### src/rtl/icb_addr_splt_if.sv
// ICB bundle between one upstream master and SPLT_NUM downstream slaves, as seen by the splitter.
// The slave modport is the splitter's view; the master modport is the surrounding system's view.
interface icb_addr_splt_if #(
  parameter int AW       = 32,
  parameter int DW       = 64,
  parameter int USR_W    = 1,
  parameter int SPLT_NUM = 4
);
  logic                       i_icb_cmd_valid;
  logic                       i_icb_cmd_ready;
  logic                       i_icb_cmd_read;
  logic [AW-1:0]              i_icb_cmd_addr;
  logic [DW-1:0]              i_icb_cmd_wdata;
  logic [DW/8-1:0]            i_icb_cmd_wmask;
  logic [USR_W-1:0]           i_icb_cmd_usr;
  logic                       i_icb_rsp_valid;
  logic                       i_icb_rsp_ready;
  logic                       i_icb_rsp_err;
  logic [DW-1:0]              i_icb_rsp_rdata;
  logic [USR_W-1:0]           i_icb_rsp_usr;

  logic [SPLT_NUM-1:0]        o_bus_icb_cmd_valid;
  logic [SPLT_NUM-1:0]        o_bus_icb_cmd_ready;
  logic [SPLT_NUM-1:0]        o_bus_icb_cmd_read;
  logic [SPLT_NUM*AW-1:0]     o_bus_icb_cmd_addr;
  logic [SPLT_NUM*DW-1:0]     o_bus_icb_cmd_wdata;
  logic [SPLT_NUM*DW/8-1:0]   o_bus_icb_cmd_wmask;
  logic [SPLT_NUM*USR_W-1:0]  o_bus_icb_cmd_usr;
  logic [SPLT_NUM-1:0]        o_bus_icb_rsp_valid;
  logic [SPLT_NUM-1:0]        o_bus_icb_rsp_ready;
  logic [SPLT_NUM-1:0]        o_bus_icb_rsp_err;
  logic [SPLT_NUM*DW-1:0]     o_bus_icb_rsp_rdata;
  logic [SPLT_NUM*USR_W-1:0]  o_bus_icb_rsp_usr;

  modport slave (
    input  i_icb_cmd_valid, i_icb_cmd_read, i_icb_cmd_addr, i_icb_cmd_wdata,
    input  i_icb_cmd_wmask, i_icb_cmd_usr, i_icb_rsp_ready,
    output i_icb_cmd_ready, i_icb_rsp_valid, i_icb_rsp_err, i_icb_rsp_rdata, i_icb_rsp_usr,
    output o_bus_icb_cmd_valid, o_bus_icb_cmd_read, o_bus_icb_cmd_addr,
    output o_bus_icb_cmd_wdata, o_bus_icb_cmd_wmask, o_bus_icb_cmd_usr, o_bus_icb_rsp_ready,
    input  o_bus_icb_cmd_ready, o_bus_icb_rsp_valid, o_bus_icb_rsp_err,
    input  o_bus_icb_rsp_rdata, o_bus_icb_rsp_usr
  );

  modport master (
    output i_icb_cmd_valid, i_icb_cmd_read, i_icb_cmd_addr, i_icb_cmd_wdata,
    output i_icb_cmd_wmask, i_icb_cmd_usr, i_icb_rsp_ready,
    input  i_icb_cmd_ready, i_icb_rsp_valid, i_icb_rsp_err, i_icb_rsp_rdata, i_icb_rsp_usr,
    input  o_bus_icb_cmd_valid, o_bus_icb_cmd_read, o_bus_icb_cmd_addr,
    input  o_bus_icb_cmd_wdata, o_bus_icb_cmd_wmask, o_bus_icb_cmd_usr, o_bus_icb_rsp_ready,
    output o_bus_icb_cmd_ready, o_bus_icb_rsp_valid, o_bus_icb_rsp_err,
    output o_bus_icb_rsp_rdata, o_bus_icb_rsp_usr
  );
endinterface

### src/rtl/icb_addr_splt.sv
// ICB 1-to-N address-decoding splitter with in-order responses via an encoded port-id FIFO.
// Command passes through combinationally; response returns >=1 cycle later; full FIFO or per-port limit stalls commands.
module icb_addr_splt #(
  parameter int                     AW            = 32,
  parameter int                     DW            = 64,
  parameter int                     USR_W         = 1,
  parameter int                     SPLT_NUM      = 4,
  parameter int                     OUTS_NUM      = 8,
  parameter int                     PORT_OUTS_MAX = 4,
  parameter logic [SPLT_NUM*AW-1:0] REGION_BASE   = '0,
  parameter logic [SPLT_NUM*AW-1:0] REGION_MASK   = '0,
  parameter logic [63:0]            ERR_RDATA     = 64'hDEAD_BEEF_DEAD_BEEF
) (
  input  logic                      clk,
  input  logic                      rst,
  icb_addr_splt_if.slave            bus,
  output logic [$clog2(OUTS_NUM):0] outs_cnt,
  output logic                      dec_err_evt
);
  localparam int ID_W = $clog2(SPLT_NUM + 1);
  localparam int PW   = $clog2(OUTS_NUM);
  localparam int CW   = $clog2(PORT_OUTS_MAX + 1);
  localparam logic [ID_W-1:0] ID_ERR = ID_W'(SPLT_NUM);

  logic [ID_W-1:0]     r_fifo [OUTS_NUM];
  logic [PW:0]         r_wptr, r_rptr;
  logic [CW-1:0]       r_cnt [SPLT_NUM];
  logic                r_err_pend;
  logic [USR_W-1:0]    r_err_usr;
  logic                r_dec_err;

  logic [ID_W-1:0]     w_sel, w_head;
  logic                w_full, w_empty, w_cmd_ok, w_push, w_pop;
  logic [SPLT_NUM-1:0] w_port_ok, w_cmd_vld, w_bus_rsp_rdy;
  logic                w_rsp_vld, w_rsp_err;
  logic [DW-1:0]       w_rsp_rdata;
  logic [USR_W-1:0]    w_rsp_usr;

  assign w_full  = (r_wptr[PW] != r_rptr[PW]) && (r_wptr[PW-1:0] == r_rptr[PW-1:0]);
  assign w_empty = (r_wptr == r_rptr);
  assign w_head  = r_fifo[r_rptr[PW-1:0]];

  // Descending scan so the lowest matching region index wins.
  always_comb begin
    w_sel = ID_ERR;
    for (int k = SPLT_NUM - 1; k >= 0; k--) begin
      if ((bus.i_icb_cmd_addr & REGION_MASK[k*AW +: AW]) ==
          (REGION_BASE[k*AW +: AW] & REGION_MASK[k*AW +: AW]))
        w_sel = ID_W'(k);
    end
  end

  always_comb begin
    w_cmd_ok  = 1'b0;
    w_cmd_vld = '0;
    w_port_ok = '0;
    for (int k = 0; k < SPLT_NUM; k++) begin
      w_port_ok[k] = r_cnt[k] < CW'(PORT_OUTS_MAX);
      w_cmd_vld[k] = bus.i_icb_cmd_valid && (w_sel == ID_W'(k)) && !w_full && w_port_ok[k];
      if (w_sel == ID_W'(k))
        w_cmd_ok = w_port_ok[k] && bus.o_bus_icb_cmd_ready[k];
    end
    if (w_sel == ID_ERR)
      w_cmd_ok = !r_err_pend;
  end

  assign bus.i_icb_cmd_ready     = !w_full && w_cmd_ok;
  assign bus.o_bus_icb_cmd_valid = w_cmd_vld;
  assign bus.o_bus_icb_cmd_read  = {SPLT_NUM{bus.i_icb_cmd_read}};
  assign bus.o_bus_icb_cmd_addr  = {SPLT_NUM{bus.i_icb_cmd_addr}};
  assign bus.o_bus_icb_cmd_wdata = {SPLT_NUM{bus.i_icb_cmd_wdata}};
  assign bus.o_bus_icb_cmd_wmask = {SPLT_NUM{bus.i_icb_cmd_wmask}};
  assign bus.o_bus_icb_cmd_usr   = {SPLT_NUM{bus.i_icb_cmd_usr}};
  assign w_push = bus.i_icb_cmd_valid && bus.i_icb_cmd_ready;

  always_comb begin
    w_rsp_vld     = 1'b0;
    w_rsp_err     = 1'b0;
    w_rsp_rdata   = '0;
    w_rsp_usr     = '0;
    w_bus_rsp_rdy = '0;
    if (!w_empty) begin
      if (w_head == ID_ERR) begin
        w_rsp_vld   = r_err_pend;
        w_rsp_err   = 1'b1;
        w_rsp_rdata = DW'(ERR_RDATA);
        w_rsp_usr   = r_err_usr;
      end else begin
        for (int k = 0; k < SPLT_NUM; k++) begin
          if (w_head == ID_W'(k)) begin
            w_rsp_vld        = bus.o_bus_icb_rsp_valid[k];
            w_rsp_err        = bus.o_bus_icb_rsp_err[k];
            w_rsp_rdata      = bus.o_bus_icb_rsp_rdata[k*DW +: DW];
            w_rsp_usr        = bus.o_bus_icb_rsp_usr[k*USR_W +: USR_W];
            w_bus_rsp_rdy[k] = bus.i_icb_rsp_ready;
          end
        end
      end
    end
  end

  assign bus.i_icb_rsp_valid     = w_rsp_vld;
  assign bus.i_icb_rsp_err       = w_rsp_err;
  assign bus.i_icb_rsp_rdata     = w_rsp_rdata;
  assign bus.i_icb_rsp_usr       = w_rsp_usr;
  assign bus.o_bus_icb_rsp_ready = w_bus_rsp_rdy;
  assign w_pop = w_rsp_vld && bus.i_icb_rsp_ready;

  always_ff @(posedge clk) begin
    if (w_push)
      r_fifo[r_wptr[PW-1:0]] <= w_sel;
  end

  always_ff @(posedge clk or negedge rst) begin
    if (!rst) begin
      r_wptr     <= '0;
      r_rptr     <= '0;
      r_err_pend <= 1'b0;
      r_err_usr  <= '0;
      r_dec_err  <= 1'b0;
      for (int k = 0; k < SPLT_NUM; k++)
        r_cnt[k] <= '0;
    end else begin
      if (w_push)
        r_wptr <= r_wptr + 1'b1;
      if (w_pop)
        r_rptr <= r_rptr + 1'b1;
      r_dec_err <= w_push && (w_sel == ID_ERR);
      // Accepting an error command needs !r_err_pend and popping one needs r_err_pend, so set/clear never collide.
      if (w_push && (w_sel == ID_ERR)) begin
        r_err_pend <= 1'b1;
        r_err_usr  <= bus.i_icb_cmd_usr;
      end else if (w_pop && (w_head == ID_ERR)) begin
        r_err_pend <= 1'b0;
      end
      for (int k = 0; k < SPLT_NUM; k++) begin
        case ({w_push && (w_sel == ID_W'(k)), w_pop && (w_head == ID_W'(k))})
          2'b10:   r_cnt[k] <= r_cnt[k] + CW'(1);
          2'b01:   r_cnt[k] <= r_cnt[k] - CW'(1);
          default: r_cnt[k] <= r_cnt[k];
        endcase
      end
    end
  end

  assign outs_cnt    = r_wptr - r_rptr;
  assign dec_err_evt = r_dec_err;

  a_no_rsp_when_idle: assert property (@(posedge clk) disable iff (!rst)
    !(w_empty && (|bus.o_bus_icb_rsp_valid)));
endmodule

### src/flat_wrapper.sv
// flat-port wrapper written by rule: the top's interface ports become plain ports
module icb_addr_splt_flat 
#(
  parameter int                     AW            = 32,
  parameter int                     DW            = 64,
  parameter int                     USR_W         = 1,
  parameter int                     SPLT_NUM      = 4,
  parameter int                     OUTS_NUM      = 8,
  parameter int                     PORT_OUTS_MAX = 4,
  parameter logic [SPLT_NUM*AW-1:0] REGION_BASE   = '0,
  parameter logic [SPLT_NUM*AW-1:0] REGION_MASK   = '0,
  parameter logic [63:0]            ERR_RDATA     = 64'hDEAD_BEEF_DEAD_BEEF
)
  (clk, rst, outs_cnt, dec_err_evt, bus_i_icb_cmd_valid, bus_i_icb_cmd_read, bus_i_icb_cmd_addr, bus_i_icb_cmd_wdata, bus_i_icb_cmd_wmask, bus_i_icb_cmd_usr, bus_i_icb_rsp_ready, bus_i_icb_cmd_ready, bus_i_icb_rsp_valid, bus_i_icb_rsp_err, bus_i_icb_rsp_rdata, bus_i_icb_rsp_usr, bus_o_bus_icb_cmd_valid, bus_o_bus_icb_cmd_read, bus_o_bus_icb_cmd_addr, bus_o_bus_icb_cmd_wdata, bus_o_bus_icb_cmd_wmask, bus_o_bus_icb_cmd_usr, bus_o_bus_icb_rsp_ready, bus_o_bus_icb_cmd_ready, bus_o_bus_icb_rsp_valid, bus_o_bus_icb_rsp_err, bus_o_bus_icb_rsp_rdata, bus_o_bus_icb_rsp_usr);
  icb_addr_splt_if #(.AW(AW), .DW(DW), .USR_W(USR_W), .SPLT_NUM(SPLT_NUM)) bus_i ();
  input  logic clk;
  input  logic rst;
  output logic [$clog2(OUTS_NUM):0] outs_cnt;
  output logic dec_err_evt;
  input wire logic [$bits(bus_i.i_icb_cmd_valid)-1:0] bus_i_icb_cmd_valid;
  input wire logic [$bits(bus_i.i_icb_cmd_read)-1:0] bus_i_icb_cmd_read;
  input wire logic [$bits(bus_i.i_icb_cmd_addr)-1:0] bus_i_icb_cmd_addr;
  input wire logic [$bits(bus_i.i_icb_cmd_wdata)-1:0] bus_i_icb_cmd_wdata;
  input wire logic [$bits(bus_i.i_icb_cmd_wmask)-1:0] bus_i_icb_cmd_wmask;
  input wire logic [$bits(bus_i.i_icb_cmd_usr)-1:0] bus_i_icb_cmd_usr;
  input wire logic [$bits(bus_i.i_icb_rsp_ready)-1:0] bus_i_icb_rsp_ready;
  output wire logic [$bits(bus_i.i_icb_cmd_ready)-1:0] bus_i_icb_cmd_ready;
  output wire logic [$bits(bus_i.i_icb_rsp_valid)-1:0] bus_i_icb_rsp_valid;
  output wire logic [$bits(bus_i.i_icb_rsp_err)-1:0] bus_i_icb_rsp_err;
  output wire logic [$bits(bus_i.i_icb_rsp_rdata)-1:0] bus_i_icb_rsp_rdata;
  output wire logic [$bits(bus_i.i_icb_rsp_usr)-1:0] bus_i_icb_rsp_usr;
  output wire logic [$bits(bus_i.o_bus_icb_cmd_valid)-1:0] bus_o_bus_icb_cmd_valid;
  output wire logic [$bits(bus_i.o_bus_icb_cmd_read)-1:0] bus_o_bus_icb_cmd_read;
  output wire logic [$bits(bus_i.o_bus_icb_cmd_addr)-1:0] bus_o_bus_icb_cmd_addr;
  output wire logic [$bits(bus_i.o_bus_icb_cmd_wdata)-1:0] bus_o_bus_icb_cmd_wdata;
  output wire logic [$bits(bus_i.o_bus_icb_cmd_wmask)-1:0] bus_o_bus_icb_cmd_wmask;
  output wire logic [$bits(bus_i.o_bus_icb_cmd_usr)-1:0] bus_o_bus_icb_cmd_usr;
  output wire logic [$bits(bus_i.o_bus_icb_rsp_ready)-1:0] bus_o_bus_icb_rsp_ready;
  input wire logic [$bits(bus_i.o_bus_icb_cmd_ready)-1:0] bus_o_bus_icb_cmd_ready;
  input wire logic [$bits(bus_i.o_bus_icb_rsp_valid)-1:0] bus_o_bus_icb_rsp_valid;
  input wire logic [$bits(bus_i.o_bus_icb_rsp_err)-1:0] bus_o_bus_icb_rsp_err;
  input wire logic [$bits(bus_i.o_bus_icb_rsp_rdata)-1:0] bus_o_bus_icb_rsp_rdata;
  input wire logic [$bits(bus_i.o_bus_icb_rsp_usr)-1:0] bus_o_bus_icb_rsp_usr;
  assign bus_i.i_icb_cmd_valid = bus_i_icb_cmd_valid;
  assign bus_i.i_icb_cmd_read = bus_i_icb_cmd_read;
  assign bus_i.i_icb_cmd_addr = bus_i_icb_cmd_addr;
  assign bus_i.i_icb_cmd_wdata = bus_i_icb_cmd_wdata;
  assign bus_i.i_icb_cmd_wmask = bus_i_icb_cmd_wmask;
  assign bus_i.i_icb_cmd_usr = bus_i_icb_cmd_usr;
  assign bus_i.i_icb_rsp_ready = bus_i_icb_rsp_ready;
  assign bus_i_icb_cmd_ready = bus_i.i_icb_cmd_ready;
  assign bus_i_icb_rsp_valid = bus_i.i_icb_rsp_valid;
  assign bus_i_icb_rsp_err = bus_i.i_icb_rsp_err;
  assign bus_i_icb_rsp_rdata = bus_i.i_icb_rsp_rdata;
  assign bus_i_icb_rsp_usr = bus_i.i_icb_rsp_usr;
  assign bus_o_bus_icb_cmd_valid = bus_i.o_bus_icb_cmd_valid;
  assign bus_o_bus_icb_cmd_read = bus_i.o_bus_icb_cmd_read;
  assign bus_o_bus_icb_cmd_addr = bus_i.o_bus_icb_cmd_addr;
  assign bus_o_bus_icb_cmd_wdata = bus_i.o_bus_icb_cmd_wdata;
  assign bus_o_bus_icb_cmd_wmask = bus_i.o_bus_icb_cmd_wmask;
  assign bus_o_bus_icb_cmd_usr = bus_i.o_bus_icb_cmd_usr;
  assign bus_o_bus_icb_rsp_ready = bus_i.o_bus_icb_rsp_ready;
  assign bus_i.o_bus_icb_cmd_ready = bus_o_bus_icb_cmd_ready;
  assign bus_i.o_bus_icb_rsp_valid = bus_o_bus_icb_rsp_valid;
  assign bus_i.o_bus_icb_rsp_err = bus_o_bus_icb_rsp_err;
  assign bus_i.o_bus_icb_rsp_rdata = bus_o_bus_icb_rsp_rdata;
  assign bus_i.o_bus_icb_rsp_usr = bus_o_bus_icb_rsp_usr;
  icb_addr_splt #(.AW(AW), .DW(DW), .USR_W(USR_W), .SPLT_NUM(SPLT_NUM), .OUTS_NUM(OUTS_NUM), .PORT_OUTS_MAX(PORT_OUTS_MAX), .REGION_BASE(REGION_BASE), .REGION_MASK(REGION_MASK), .ERR_RDATA(ERR_RDATA)) u_core (.clk(clk), .rst(rst), .bus(bus_i), .outs_cnt(outs_cnt), .dec_err_evt(dec_err_evt));
endmodule
### config.mk
export PLATFORM = sky130hd
export DESIGN_NAME = icb_addr_splt_flat
export DESIGN_NICKNAME = d
export VERILOG_FILES = /design/src/rtl/icb_addr_splt_if.sv /design/src/rtl/icb_addr_splt.sv /design/src/flat_wrapper.sv
export SDC_FILE = /design/constraint.sdc
export NUM_CORES = 1
export LEC_CHECK = 0
export ABC_AREA = 0
export CAP_MARGIN = 20
export CORE_AREA = 5 5 347 349
export CTS_BUF_LIST = sky130_fd_sc_hd__clkbuf_2 sky130_fd_sc_hd__clkbuf_4 sky130_fd_sc_hd__clkbuf_8
export DETAILED_ROUTE_END_ITERATION = 10
export DIE_AREA = 0 0 352 354
export HOLD_SLACK_MARGIN = 0.08
export SYNTH_ARGS = -nofsm -noshare
export SYNTH_HDL_FRONTEND = slang
export SYNTH_SLANG_ARGS = --single-unit
### constraint.sdc
create_clock -name clk -period 3.4 [get_ports clk]
set_clock_uncertainty 0.15 [all_clocks]
set_input_delay 0.85 -clock clk [delete_from_list [all_inputs] [get_ports clk]]
set_output_delay 0.85 -clock clk [all_outputs]
set_load 0.005 [all_outputs]
==> results.tsv <==
metric	value	unit
grtUsageTotal	4.40	%
vias	2162	
hpwl	27.7	mm
holdWs	327	ps
ys_seq_area_share	6.01	%
crit_slowest_cell	clkdlybuf4s50_1	
synth_top_area_share	70.6	%
io_pins	887	
post-route-period-util	97.1	%
criticalPathCategory	flop to output pin	
clock_latency	240	ps
synthDistinctLibCells	25	
area_growth	3.88	%
grt_max_degree	22	
rsz0062_at_grt	false	
grt_util_met3	4.72	%
cts_tree	built	
std_cell_rows	126	
peakVddDrop	0.217	mV
grt_pass1_wl	33.7	mm
die_w	352	um
gr-usage-met2	7.86	%
cts_num_sinks	11	
arrival	2300	ps
cp_data_required_time	2400	ps
placed_cell_area	0.00468	mm^2
num-nets-final	688	
cap_violations	0	
setup_viol	0	
ys_warn_count	0	
clockBufferDepth	2	
endpoint_kind	output pin	
final_area	0.00476	mm^2
via_per_inst	1.18	
core-area	0.117	mm^2
critPathMaxStageDelay	560	ps
synth_area_leader_cell	buf_4	
maxSlewViolCount	0	
drtIter0Drc	44	
status	finished, final reports clean	
cp_cell_sequence	ha_1, and3_4, and2_4, buf_12, nor2b_1, clkdlybuf4s50_1	
postCtsHoldBufs	0	
finalSetupTns	0	ps
cts-root-buf	clkbuf_8	
grt_busiest_layer	met2	
synth_area_leaders	buf_4, nor2b_1, dfrtp_1	
synthTopCellsByCount	buf_4, nor2b_1, nor2b_4	
p_per_area	533	mW/mm^2
cts_made_buffers	3	
synth-edff-count	0	
wl	29.3	mm
die_h	354	um
min_path_type	flop to flop	
synthCells	572	
final_util	4.06	%
synth_seq_cells	11	
syn_area_per_cell	8.01	um^2
syn-cell-area	0.00458	mm^2
finalHoldViolations	0	
ant_nets	0	
start_util	3.91	%
grt_pass1_vias	2286	
max_freq	303	MHz
worstSetupStartpointType	flop	
period_needed	3300	ps
yosysMostFrequentCell	buf_4	
overflow	0	
grtUsageMet1	2.74	%
route.detailed.wl_per_inst	15.9	um
drive_gt1_share	21.9	%
clkTransAtPathRegs	50	ps
grt_antenna_before_repair	53	
htreeDepth	1	
synth_top_flop_cell	dfrtp_1	
drt_pass1_iterations	4	
power.static_leakage	1.37	nW
portBuffers	145	
synth-async-reset-ratio	100	%
die-area	0.125	mm^2
crit_fanout	23	
place_congestion	0.618	
drcViolationCount	0	
final timing paths:
check / startpoint / end / slack, ps / cells past startpoint
min in group asynchronous: rst / u_core.r_wptr[2]$_DFFE_PN0P_ / 800 / 1
min reg2reg: u_core.r_cnt[9]$_DFFE_PN0P_ / u_core.r_cnt[9]$_DFFE_PN0P_ / 330 / 1
min: u_core.r_cnt[9]$_DFFE_PN0P_ / u_core.r_cnt[9]$_DFFE_PN0P_ / 330 / 1
max: u_core.r_wptr[2]$_DFFE_PN0P_ / bus_i_icb_rsp_rdata[5] / 100 / 6
max in group asynchronous: rst / u_core.r_rptr[0]$_DFFE_PN0P_ / 1940 / 1
max reg2reg: u_core.r_wptr[2]$_DFFE_PN0P_ / u_core.r_cnt[11]$_DFFE_PN0P_ / 900 / 9
metrics by stage:
stage	cells	worst slack, ps	total power, W
6_report	1839	100	0.00254
5_1_grt	1834	4.66	0.00283
4_1_cts	1832	5.25	0.00268
3_5_place_dp	1827	115	0.00253
3_3_place_gp	1827	159	0.00252
2_1_floorplan	578	904	0.00154
cell usage in the layout, fill, tap and decap left out, drive strengths merged, types with 2 or more instances in the layout:
| cell | count |
|---|---|
| o21ai | 3 |
| inv | 11 |
| xor2 | 4 |
| ha | 6 |
| a21oi | 3 |
| fa | 2 |
| dlygate4sd2 | 22 |
| diode | 6 |
| nor2b | 68 |
| clkbuf | 4 |
| nand4 | 2 |
| xnor2 | 9 |
| nand2 | 7 |
| buf | 33 |
| dlymetal6s2s | 2 |
| clkdlybuf4s50 | 95 |
| conb | 7 |
| dfrtp | 11 |
| and2 | 3 |
critical path, delay by kind of cell, from the launching register on:
kind          cells  cell delay, ps
simple gates      3             560
fa+ha+maj         1             340
flops             1             420
buf+inv           2             730
sequential cells by signal (all words and copies together), names as in the netlist:
signal         flops
u_core.r_wptr      4
u_core.r_rptr      4
u_core.r_cnt       3
routing by layer:
layer	up-vias	share of wire (%)
met3	243	25
met2	420	47
li1	738	-
met5	-	0.41
met4	20	6.8
met1	741	21
power breakdown:
part	leakage (nW)	total (W)	switching, W	internal, W
clock	0.0262	0.000137	0.0000470	0.0000901
combinational	1.22	0.00212	0.00111	0.00102
sequential	0.130	0.000278	0.0000766	0.000201
repair_timing:
action	4_1_cts	5_1_grt
cloned	1	0
buffers inserted	0	1
endpoints found under the setup margin	31	13
pin swaps	0	0
resized for setup	23	3
final cells by class:
cell class	instances	area, um^2
multi-input combinational	118	982
tap	1536	1920
inverter	11	41.3
timing repair buffer	153	1470
fill	13900	112000
antenna	6	15.0
clock buffer	4	48.8
sequential	11	278
cell families (layout without fill, tap and decap cells):
kind of cell / Yosys count / after routing / share of synthesized area [%]
adder cells (fa/ha/maj): 8 / 8 / 2.51
flip-flops: 11 / 11 / 6.01
AO/OA/AOI/OAI: 8 / 8 / 1.50
other: 1 / 13 / 0.0818
XOR/XNOR: 13 / 13 / 2.65
buffers and inverters: 449 / 168 / 73.1
AND/OR/NAND/NOR: 82 / 82 / 14.2
(Power assumes the default switching activity.)
